==> src/rtl/hpdcache_id_alloc_ctrl.sv <==
// Transaction-ID allocator around a preloaded free-ID FIFO.
// Grants are zero-latency pops from the FIFO head. In-flight IDs are tracked in a
// bitmap plus a counter. Releases are checked against the bitmap and then pushed
// back through a single-entry write stage. A drain FSM stops new grants and
// reports idle once every ID has returned to the FIFO.
module hpdcache_id_alloc_ctrl #(
    parameter int unsigned NUM_IDS = 8,
    parameter int unsigned ID_W    = $clog2(NUM_IDS),
    parameter int unsigned CNT_W   = $clog2(NUM_IDS + 1)
) (
    input  logic               clk_i,
    input  logic               rst_ni,
    input  logic               alloc_valid_i,
    output logic               alloc_ready_o,
    output logic [ID_W-1:0]    alloc_id_o,
    input  logic               rel_valid_i,
    output logic               rel_ready_o,
    input  logic [ID_W-1:0]    rel_id_i,
    output logic               fifo_r_o,
    input  logic               fifo_rok_i,
    input  logic [ID_W-1:0]    fifo_rdata_i,
    output logic               fifo_w_o,
    input  logic               fifo_wok_i,
    output logic [ID_W-1:0]    fifo_wdata_o,
    input  logic               drain_i,
    output logic               idle_o,
    output logic [NUM_IDS-1:0] inflight_o,
    output logic [CNT_W-1:0]   inflight_cnt_o,
    output logic               err_dbl_free_o
);

    typedef enum logic [1:0] {RUN, DRAIN, IDLE} state_e;

    state_e             state_q;
    logic [NUM_IDS-1:0] inflight_q, inflight_d;
    logic [CNT_W-1:0]   cnt_q, cnt_d;
    logic               wstage_vld_q, wstage_vld_d;
    logic [ID_W-1:0]    wstage_id_q, wstage_id_d;
    logic               err_q;
    logic               grant, rel_acc, rel_ok;

    assign alloc_ready_o = fifo_rok_i & (state_q == RUN);
    assign alloc_id_o    = fifo_rdata_i;
    assign grant         = alloc_valid_i & alloc_ready_o;
    assign fifo_r_o      = grant;

    // The stage can take a new ID in the same cycle its current entry retires.
    assign rel_ready_o   = ~wstage_vld_q | fifo_wok_i;
    assign rel_acc       = rel_valid_i & rel_ready_o;
    // The bitmap is sampled before this cycle's grant. A release that races its
    // own grant therefore sees a 0 bit and is dropped as a double free.
    assign rel_ok        = rel_acc & inflight_q[rel_id_i];

    assign fifo_w_o       = wstage_vld_q;
    assign fifo_wdata_o   = wstage_id_q;
    assign inflight_o     = inflight_q;
    assign inflight_cnt_o = cnt_q;
    assign err_dbl_free_o = err_q;
    assign idle_o         = (state_q == IDLE);

    // Next-state for the bitmap, the counter and the write stage
    always_comb begin
        inflight_d = inflight_q;
        if (grant)  inflight_d[alloc_id_o] = 1'b1;
        if (rel_ok) inflight_d[rel_id_i]   = 1'b0;

        cnt_d = cnt_q;
        if (grant && !rel_ok)      cnt_d = cnt_q + CNT_W'(1);
        else if (!grant && rel_ok) cnt_d = cnt_q - CNT_W'(1);

        wstage_vld_d = wstage_vld_q;
        wstage_id_d  = wstage_id_q;
        if (rel_ok) begin
            wstage_vld_d = 1'b1;
            wstage_id_d  = rel_id_i;
        end else if (wstage_vld_q && fifo_wok_i) begin
            wstage_vld_d = 1'b0;
        end
    end

    // Datapath registers; the error pulse flags any accepted release of a non-allocated ID
    always_ff @(posedge clk_i or negedge rst_ni) begin
        if (!rst_ni) begin
            inflight_q   <= '0;
            cnt_q        <= '0;
            wstage_vld_q <= 1'b0;
            wstage_id_q  <= '0;
            err_q        <= 1'b0;
        end else begin
            inflight_q   <= inflight_d;
            cnt_q        <= cnt_d;
            wstage_vld_q <= wstage_vld_d;
            wstage_id_q  <= wstage_id_d;
            err_q        <= rel_acc & ~inflight_q[rel_id_i];
        end
    end

    // Drain FSM: idle requires every ID returned and the write stage flushed
    always_ff @(posedge clk_i or negedge rst_ni) begin
        if (!rst_ni) begin
            state_q <= RUN;
        end else begin
            case (state_q)
                RUN:     if (drain_i) state_q <= DRAIN;
                DRAIN:   if (!drain_i) state_q <= RUN;
                         else if (cnt_q == '0 && !wstage_vld_q) state_q <= IDLE;
                IDLE:    if (!drain_i) state_q <= RUN;
                default: state_q <= RUN;
            endcase
        end
    end

    // The counter is a cached popcount of the bitmap and can never exceed the ID count
    a_cnt_bound: assert property (@(posedge clk_i) disable iff (!rst_ni)
        int'(cnt_q) <= int'(NUM_IDS));
    a_cnt_pop: assert property (@(posedge clk_i) disable iff (!rst_ni)
        int'(cnt_q) == $countones(inflight_q));

endmodule

==> config.mk <==
export PLATFORM = sky130hd
export DESIGN_NAME = hpdcache_id_alloc_ctrl
export DESIGN_NICKNAME = d
export VERILOG_FILES = /design/src/rtl/hpdcache_id_alloc_ctrl.sv
export SDC_FILE = /design/constraint.sdc
export NUM_CORES = 1
export LEC_CHECK = 0
export CAP_MARGIN = 15
export CORE_ASPECT_RATIO = 0.9
export CORE_MARGIN = 2
export CORE_UTILIZATION = 35
export DETAILED_ROUTE_END_ITERATION = 10
export DONT_BUFFER_PORTS = 1
export SYNTH_ARGS = -nofsm -noshare
export SYNTH_HDL_FRONTEND = slang
export SYNTH_SLANG_ARGS = --single-unit
==> constraint.sdc <==
create_clock -name clk_i -period 4.28 [get_ports clk_i]
set_input_delay 0.642 -clock clk_i [delete_from_list [all_inputs] [get_ports clk_i]]
set_output_delay 0.642 -clock clk_i [all_outputs]
set_load 0.02 [all_outputs]
==> results of run 1 <==
==> registers in the layout, summed over array words and instances, names as in the netlist <==
signal / cells
inflight_o: 8
inflight_cnt_o: 4
fifo_wdata_o: 3
state_q: 2
err_dbl_free_o: 1
fifo_w_o: 1
==> layout make-up <==
| cell class | count | area [um2] | share of cell area |
|---|---|---|---|
| Multi-Input combinational cell | 61 | 518.0 | 0.4715 |
| Sequential cell | 19 | 475.5 | 0.4328 |
| Tap cell | 40 | 50.05 | 0.04556 |
| Clock buffer | 4 | 26.28 | 0.02392 |
| Inverter | 5 | 18.77 | 0.01708 |
| Timing Repair Buffer | 1 | 10.01 | 0.009112 |
==> worst max-delay path by stage <==
stage | endpoint | start | cells after the start | slack, ps
floorplan | inflight_cnt_o[3] | rel_id_i[0] | 11 | 1510
global route | inflight_cnt_o[3] | inflight_o[6] | 10 | 1320
CTS | inflight_cnt_o[3] | inflight_o[6] | 10 | 1500
global placement | inflight_cnt_o[3] | rel_id_i[0] | 10 | 1460
detailed placement | inflight_cnt_o[3] | rel_id_i[0] | 10 | 1370
finish | inflight_cnt_o[3] | inflight_o[7] | 10 | 1520
==> cell usage after synthesis, drive strengths merged <==
cell,number
a21o,2
a21oi,1
a31oi,8
and2,2
and4bb,1
buf,6
dfrtp,19
fa,1
ha,3
inv,5
mux2,3
mux2i,5
nand2,3
nand2b,4
nor2,3
nor2b,1
nor3,6
nor3b,2
nor4,1
nor4b,1
o21a,1
o21ai,1
o22a,1
o22ai,1
o311a,1
o31ai,1
o32a,3
or3,1
or4b,1
xnor2,3
==> worst max-delay path, stage by stage, from the launching register on <==
cell     delay (ps)
dfrtp_1         490
mux2i_1         180
o22ai_1         160
o31ai_4         470
ha_1            270
inv_1           100
ha_1            290
a21o_1          160
a21oi_1         180
mux2i_1         240
xnor2_1         140
==> routing by layer <==
| layer | part of all wire | GRT usage |
|---|---|---|
| met5 | 0 | 0 |
| met4 | 0.022 | 0.08207 |
| met3 | 0.051 | 0.03256 |
| met2 | 0.47 | 0.2247 |
| met1 | 0.46 | 0.2029 |
==> metrics by stage <==
step,cell area [um2],util,worst slack (ps)
floorplan,1061,-,1513
global placement,1062,0.3773,1465
detailed placement,1062,0.3773,1375
CTS,1089,0.3867,1501
global route,1099,0.3902,1318
finish,1099,0.3902,1521
==> where the power goes <==
group	internal, uW	switching (uW)	leakage [uW]
combinational	128	101	0.000216
clock	36.3	56.2	0.0000150
sequential	257	192	0.000232
total	421	350	0.000463
==> kinds of logic (layout without fill, tap and decap cells) <==
| group | after synthesis | count (layout) | share of synthesized area |
|---|---|---|---|
| buffers and inverters | 11 | 10 | 0.06368 |
| AND/OR/NAND/NOR | 26 | 26 | 0.1545 |
| flip-flops | 19 | 19 | 0.4481 |
| adder cells (fa/ha/maj) | 4 | 4 | 0.05425 |
| multiplexers | 8 | 8 | 0.09788 |
| XOR/XNOR | 3 | 3 | 0.02477 |
| AO/OA/AOI/OAI | 20 | 20 | 0.1568 |
==> run metrics, run 1 <==
Non-Filler Instances 130; Initial DRT Pass Iterations 4; setup slack on the worst flop-to-flop path 1520 ps; Vias 712; HP Start rel_id_i[1]; Routed Antenna Nets 0; RSZ-0062 raised after global routing false; cell taking the most area after synthesis dfrtp_1; Placed Cells 125; Crit Path Category reg -> reg; outcome completed; Final TNS setup 0 ps; Worst Path Arrival 2980 ps; die footprint 0.003489 mm2; share of layout cells above drive strength 1 0.2111; global placer's final weighted congestion 0.8491; vias in the first global route 789; Routed WL 2.291 mm; Pwr Total 770.8 uW; YS warnings 0; Final Hold Vio Count 0; antenna violations before repair 0; peak supply drop 0.2061 mV; Final nets 108; startpoint types register; peak fanout along the critical path 9; library cells used by synthesis 36; global route total overflow 0; mapped cell area 0.001061 mm2; H-tree depth 1; reg-to-reg endpoint inflight_cnt_o[3]; Post-CTS Resized 0; DRC 0; hold buffers post-CTS 0; initial drt markers 27; commonest non-fill, non-tap cell in the layout dfrtp_1; Least-Margin Pin Slew 864.5 ps; Synth Net Count 108; vias per inst 5.477; Post-Syn Instances slightly above 90; initial core utilization 0.3769; hold crit path type in -> reg; worst r2r src inflight_o[7]; syn avg cell area 11.66 um2; Clock Tree Buf Depth 2; Die X 62.04 um; Critical Path RT between 4000 and 5000 ps; Post-CTS Setup Bufs 0; Final setup viols 0; first-pass GRT wire length 3.912 mm; largest net degree at the start of global routing 20; power per cell area ~700 mW/mm2; DIE HEIGHT 56.24 um; IO Port Bufs 0; Hold WS roughly 430 ps; hold depth 1; Worst-path clk slew 110 ps; dpl hpwl 1.738 mm; std cell rows 18; commonest cells after routing, fill and taps aside 19 x dfrtp_1, 8 x a31oi_1, 5 x inv_1, 5 x nor3_1; Worst R2R Path Depth 10; static leakage 0.0004630 uW; Final Skew 3.859 ps; core area 0.002815 mm2; filler cell count 280; post-synthesis register bit count 19; TritonCTS clock tree yes; latest clock arrival within the worst-skew pair 300 ps; area grow syn2layout 3.537%; CP endpoint kind register; Num CTS Buffers 3; post-layout min period 2759 ps; Final period util 0.6447; root buffer cell clkbuf_4; Synth area leaders dfrtp_1 45%, a31oi_1 4.7%, mux2i_1 3.8%; register area share after synthesis 0.4481; fin. max-slew vios 0; share of the synthesized area in the top cell type 0.4481; Avg WL per Cell around 18 um; max_cap viols 0; I/O pin total 37; ant diodes 0; gr usage total 0.1525; CTS Sinks 19; Hold EP inflight_o[3]; max_slew headroom 0.4218; Max Freq 362.4 MHz
Power figures use the tool's default switching activity.
==> inputs of run 2 (changes only) <==
- ABC_AREA: unset -> 1
- clock period: 4.28 -> 2.48 ns (I/O delays scaled with it)
==> run metrics, run 2 <==
syn avg cell area 7.176 um2 (-38%); library cells used by synthesis 22 (-39%); global route total overflow 0 (unchanged); Post-CTS Resized 0 (unchanged); vias per inst 4.662 (-15%); filler cell count 364 (+30%); latest clock arrival within the worst-skew pair 260 ps (-40 ps); Largest register FFs 8 (unchanged); area grow syn2layout 7.715%; initial core utilization 0.3669 (-0.009977); Num CTS Buffers 3 (unchanged); share of layout cells above drive strength 1 0.08989 (-0.1212); Final Hold Vio Count 0 (unchanged); Final Cell Area 0.001345 mm2 (+22%); mapped cell area 0.001249 mm2 (+18%); Placed Area 0.001289 mm2 (+21%); Worst Path Arrival 2470 ps (-510 ps); Initial DRT Pass Iterations 4 (unchanged); Crit Path Category reg -> reg; first-pass GRT wire length 4.747 mm (+21%); Routed WL 2.793 mm (+22%); Routed Antenna Nets 0 (unchanged); Synth Flop Type dfrtp_1; max_slew headroom 0.4105 (-0.01123); hold crit path type in -> reg; outcome completed; ant diodes 0 (unchanged); Die X 66.96 um (+7.9%); Post-Syn Instances 174 (+91%); register area share after synthesis 0.3808 (-0.06735); RSZ-0062 raised after global routing false; Core Util, Final 0.3952 (+0.004999); H-tree depth 1 (unchanged); peak supply drop 0.3787 mV (+84%); Final period util 0.9120 (+0.2673); Critical Path RT 2680 ps (-1820 ps); initial drt markers 83 (+210%); share of synthesized registers carrying an async set or reset 1.000 (unchanged); Vias 1035 (+45%); antenna violations before repair 0 (unchanged); commonest cells after routing, fill and taps aside 62 x nand2_1, 23 x inv_1, 19 x dfrtp_1, 15 x nand3_1; Final TNS setup 0 ps (unchanged); Worst-path clk slew 70 ps (-40 ps); DRC 0 (unchanged); CP endpoint kind register; core area 0.003403 mm2 (+21%); Worst R2R Path Depth 14 (+4); commonest non-fill, non-tap cell in the layout nand2_1; post-synthesis register bit count 19 (unchanged); Final nets 196 (+81%); I/O pin total 37 (unchanged); root buffer cell clkbuf_8; Synth Net Count 191 (+77%); fin. max-slew vios 0 (unchanged); static leakage 0.0006952 uW (+50%); dpl hpwl 2.147 mm (+24%); commonest cells in the netlist 62 x nand2_1, 23 x inv_1, 19 x dfrtp_1; global placer's final weighted congestion 0.7942 (-6.5%); DIE HEIGHT 60.67 um (+7.9%); Final setup viols 0 (unchanged); cell taking the most area after synthesis dfrtp_1; post-layout min period 2262 ps (-497.5 ps); largest net degree at the start of global routing 20 (unchanged); top-count cell post-synth nand2_1; Avg WL per Cell 12.58 um (-29%); CTS Sinks 19 (unchanged); Pwr Total 1534 uW (+99%); die footprint 0.004062 mm2 (+16%); hold depth 2 (+1); share of the synthesized area in the top cell type 0.3808 (-0.06735); number of enable flip-flop cells after synthesis 0 (unchanged); max_cap viols 0 (unchanged); Synth area leaders dfrtp_1 38%, nand2_1 19%, inv_1 6.9%; vias in the first global route 959 (+22%); peak fanout along the critical path 4 (-5); gr usage total 0.1564 (+0.003932); TritonCTS clock tree yes; IO Port Bufs 0 (unchanged); Clock Tree Buf Depth 2 (unchanged); Least-Margin Pin Slew 881.3 ps (+16.79 ps); Final Skew 2.452 ps (-1.407 ps); std cell rows 20 (+2); Post-CTS Setup Bufs 0 (unchanged); Max Freq 442.1 MHz (+22%); YS warnings 0 (unchanged); power per cell area 1141 mW/mm2 (+63%); startpoint types register
[run 2: changes by cell type after synthesis, sizes merged, moves of 8 or more]
cell	delta
o21ai	+11
nor2	+10
nand2	+61
a31oi	-8
nand3	+16
inv	+19
[run 2: per-layer routing]
metal,up-vias,wire (um),GRT usage
li1,539,-,-
met1,448,1292,0.2155
met2,46,1163,0.2286
met3,2,321,0.07236
met4,0,16,0.02915
met5,-,0,0
[run 2: worst paths after layout]
| check | from | slack, ps | endpoint |
|---|---|---|---|
| max | fifo_w_o | 220 | inflight_cnt_o[3] |
| min | drain_i | 230 | state_q[0] |
| max reg2reg | fifo_w_o | 220 | inflight_cnt_o[3] |
| min reg2reg | state_q[1] | 540 | state_q[0] |
| max in group asynchronous | rst_ni | 1270 | fifo_wdata_o[2] |
| min in group asynchronous | rst_ni | 670 | state_q[1] |
[run 2: critical path, stage by stage (launching register included)]
cell and delay, ps:
dfrtp_1 380, inv_1 80, or2_1 250, nand2_1 190, inv_2 140, o21ai_4 70, ha_1 210, inv_1 110
ha_1 270, nand2_1 80, nand2_1 50, nor2_1 130, xnor2_1 130, nand2_1 60, nand2_1 50
[run 2: cell families after synthesis]
family          synth area share
simple gates              0.3727
fa+ha+maj                0.04610
xor+xnor                 0.02805
flops                     0.3808
compound gates           0.05712
buf+inv                   0.1152
[run 2: cell type report]
class                           instances  area (um2)  area share
Timing Repair Buffer                    5       40.04     0.02977
Tap cell                               44       55.05     0.04093
Inverter                               25       98.84     0.07349
Multi-Input combinational cell        125       629.4      0.4679
Sequential cell                        19       475.5      0.3535
Clock buffer                            3       41.29     0.03070
Clock inverter                          1       5.005    0.003721
[run 2: timing repair]
item / 4_1_cts / 5_1_grt
setup endpoints to repair: 0 / 0
hold endpoints to repair: 19 / 0
hold buffers: 1 / 0
[run 2: per-stage QoR]
step	worst slack [ps]	cells	hold WS, ps
after floorplan	131.5	174	76.41
after global placement	304.2	217	76.85
after detailed placement	244.1	217	76.86
after CTS	220.4	222	229.1
after global routing	1.859	222	238.7
final	218.3	222	234.8
[run 2: report_power, final]
part / total [uW] / switching [uW] / internal [uW]
clock: 224 / 112 / 112
sequential: 717 / 274 / 443
combinational: 593 / 348 / 245
==> inputs of run 3 (changes only) <==
- ABC_AREA: 1 -> 0
==> run metrics, run 3 (synthesis gave the netlist of run 1 again) <==
Non-Filler Instances 139 (-37%); Vias 736 (-29%); static leakage 0.0005056 uW (-27%); CP endpoint kind register; DP Worst Slack 204.3 ps (-39.80 ps); commonest non-fill, non-tap cell in the layout dfrtp_1; core area 0.002815 mm2 (-17%); root buffer cell clkbuf_4; DIE HEIGHT 56.24 um (-7.3%); peak supply drop 0.4619 mV (+22%); CTS Sinks 19 (unchanged); largest net degree at the start of global routing 20 (unchanged); Final TNS setup 0 ps (unchanged); Final Skew 4.418 ps (+1.966 ps); TritonCTS clock tree yes; PnR worst setup slack 191.3 ps (-26.95 ps); Worst Path Arrival 2510 ps (+40 ps); dpl hpwl 1.704 mm (-21%); Post-CTS Setup Bufs 0 (unchanged); Largest register FFs 8 (unchanged); Max Freq 436.9 MHz (-1.2%); H-tree depth 1 (unchanged); fin. max-slew vios 0 (unchanged); max_cap viols 0 (unchanged); vias per inst 5.295 (+14%); die footprint 0.003489 mm2 (-14%); Final setup viols 0 (unchanged); power per cell area 1202 mW/mm2 (+5.4%); Final period util 0.9228 (+0.01087); Critical Path RT 2700 ps (+20 ps); first-pass GRT wire length 3.670 mm (-23%); std cell rows 18 (-10%); Die X 62.04 um (-7.4%); initial drt markers 36 (-57%); post-layout min period 2289 ps (+26.95 ps); vias in the first global route 766 (-20%); area grow syn2layout 10.49%; global placer's final weighted congestion 0.8610 (+8.4%); Initial DRT Pass Iterations 4 (unchanged); Worst-path clk slew 110 ps (+40 ps); latest clock arrival within the worst-skew pair 290 ps (+30 ps); Routed Antenna Nets 0 (unchanged); max_slew headroom 0.4304 (+0.01990); Final Hold Vio Count 0 (unchanged); hold buffers post-CTS 1 (unchanged); RSZ-0062 raised after global routing false; Placed Cells 134 (-38%); Avg WL per Cell 15.49 um (+23%); gr usage total 0.1418 (-0.01463); share of layout cells above drive strength 1 0.3131 (+0.2232); peak fanout along the critical path 4 (unchanged); global route total overflow 0 (unchanged); commonest cells after routing, fill and taps aside 19 x dfrtp_1, 9 x buf_4, 8 x a31oi_1, 5 x nor3_1; startpoint types register; Post-CTS Resized 0 (unchanged); Routed WL 2.153 mm (-23%); antenna violations before repair 0 (unchanged); Num CTS Buffers 3 (unchanged); Least-Margin Pin Slew 851.5 ps (-29.75 ps); initial core utilization 0.3769 (+0.009977); outcome completed; DRC 0 (unchanged); I/O pin total 37 (unchanged); ant diodes 0 (unchanged); hold crit path type in -> reg; IO Port Bufs 0 (unchanged); Final nets 117 (-40%); Clock Tree Buf Depth 2 (unchanged); Crit Path Category reg -> reg
-- run 3: worst paths after layout --
kind                                     end  slack, ps           from  cells past startpoint
min in group asynchronous  inflight_cnt_o[0]        620         rst_ni                      1
hold reg to reg                   state_q[0]        520     state_q[1]                      1
max in group asynchronous      inflight_o[2]       1330         rst_ni                      1
setup reg to reg           inflight_cnt_o[3]        190  inflight_o[0]                     10
setup / recovery           inflight_cnt_o[3]        190  inflight_o[0]                     10
hold / removal                 inflight_o[7]        170    rel_id_i[1]                      1
-- run 3: critical path, cell delays in order (launching register included) --
cell     delay [ps]
dfrtp_1         500
mux2i_4         190
nor3_2           80
o31ai_4         230
ha_2            220
inv_2            60
ha_1            260
a21o_1          170
a21oi_2         150
mux2i_1         230
xnor2_1         130
-- run 3: layer usage --
metal | GRT usage | vias to the layer above | part of all wire | wire length [um]
met5 | 0 | - | 0 | 0
met4 | 0.03647 | 0 | 0.0070 | 15
met3 | 0.06512 | 2 | 0.098 | 210
met2 | 0.2188 | 25 | 0.48 | 1031
met1 | 0.1766 | 360 | 0.42 | 896
li1 | - | 349 | - | -
-- run 3: where the power goes --
group | switching (uW) | total (uW) | internal [uW]
sequential | 239 | 683 | 444
combinational | 275 | 573 | 298
clock | 90.5 | 153 | 62.4
-- run 3: per-stage QoR --
stage	power, uW	util	hold WS (ps)	instance area, um2
after floorplan	1097	-	76.41	1067
after global placement	1252	0.4036	76.97	1136
after detailed placement	1266	0.4036	76.94	1136
after CTS	1433	0.4164	159.4	1172
after global routing	1515	0.4164	153.6	1172
final	1409	0.4164	168.4	1172
-- run 3: cell type report --
| class | count | area, um2 |
|---|---|---|
| multi-input cells | 61 | 524.3 |
| inverters | 5 | 18.77 |
| flip-flops and latches | 19 | 475.5 |
| repair buffers | 10 | 77.57 |
| fillers | 281 | 1643 |
| well taps | 40 | 50.05 |
| clock buffers | 4 | 26.28 |
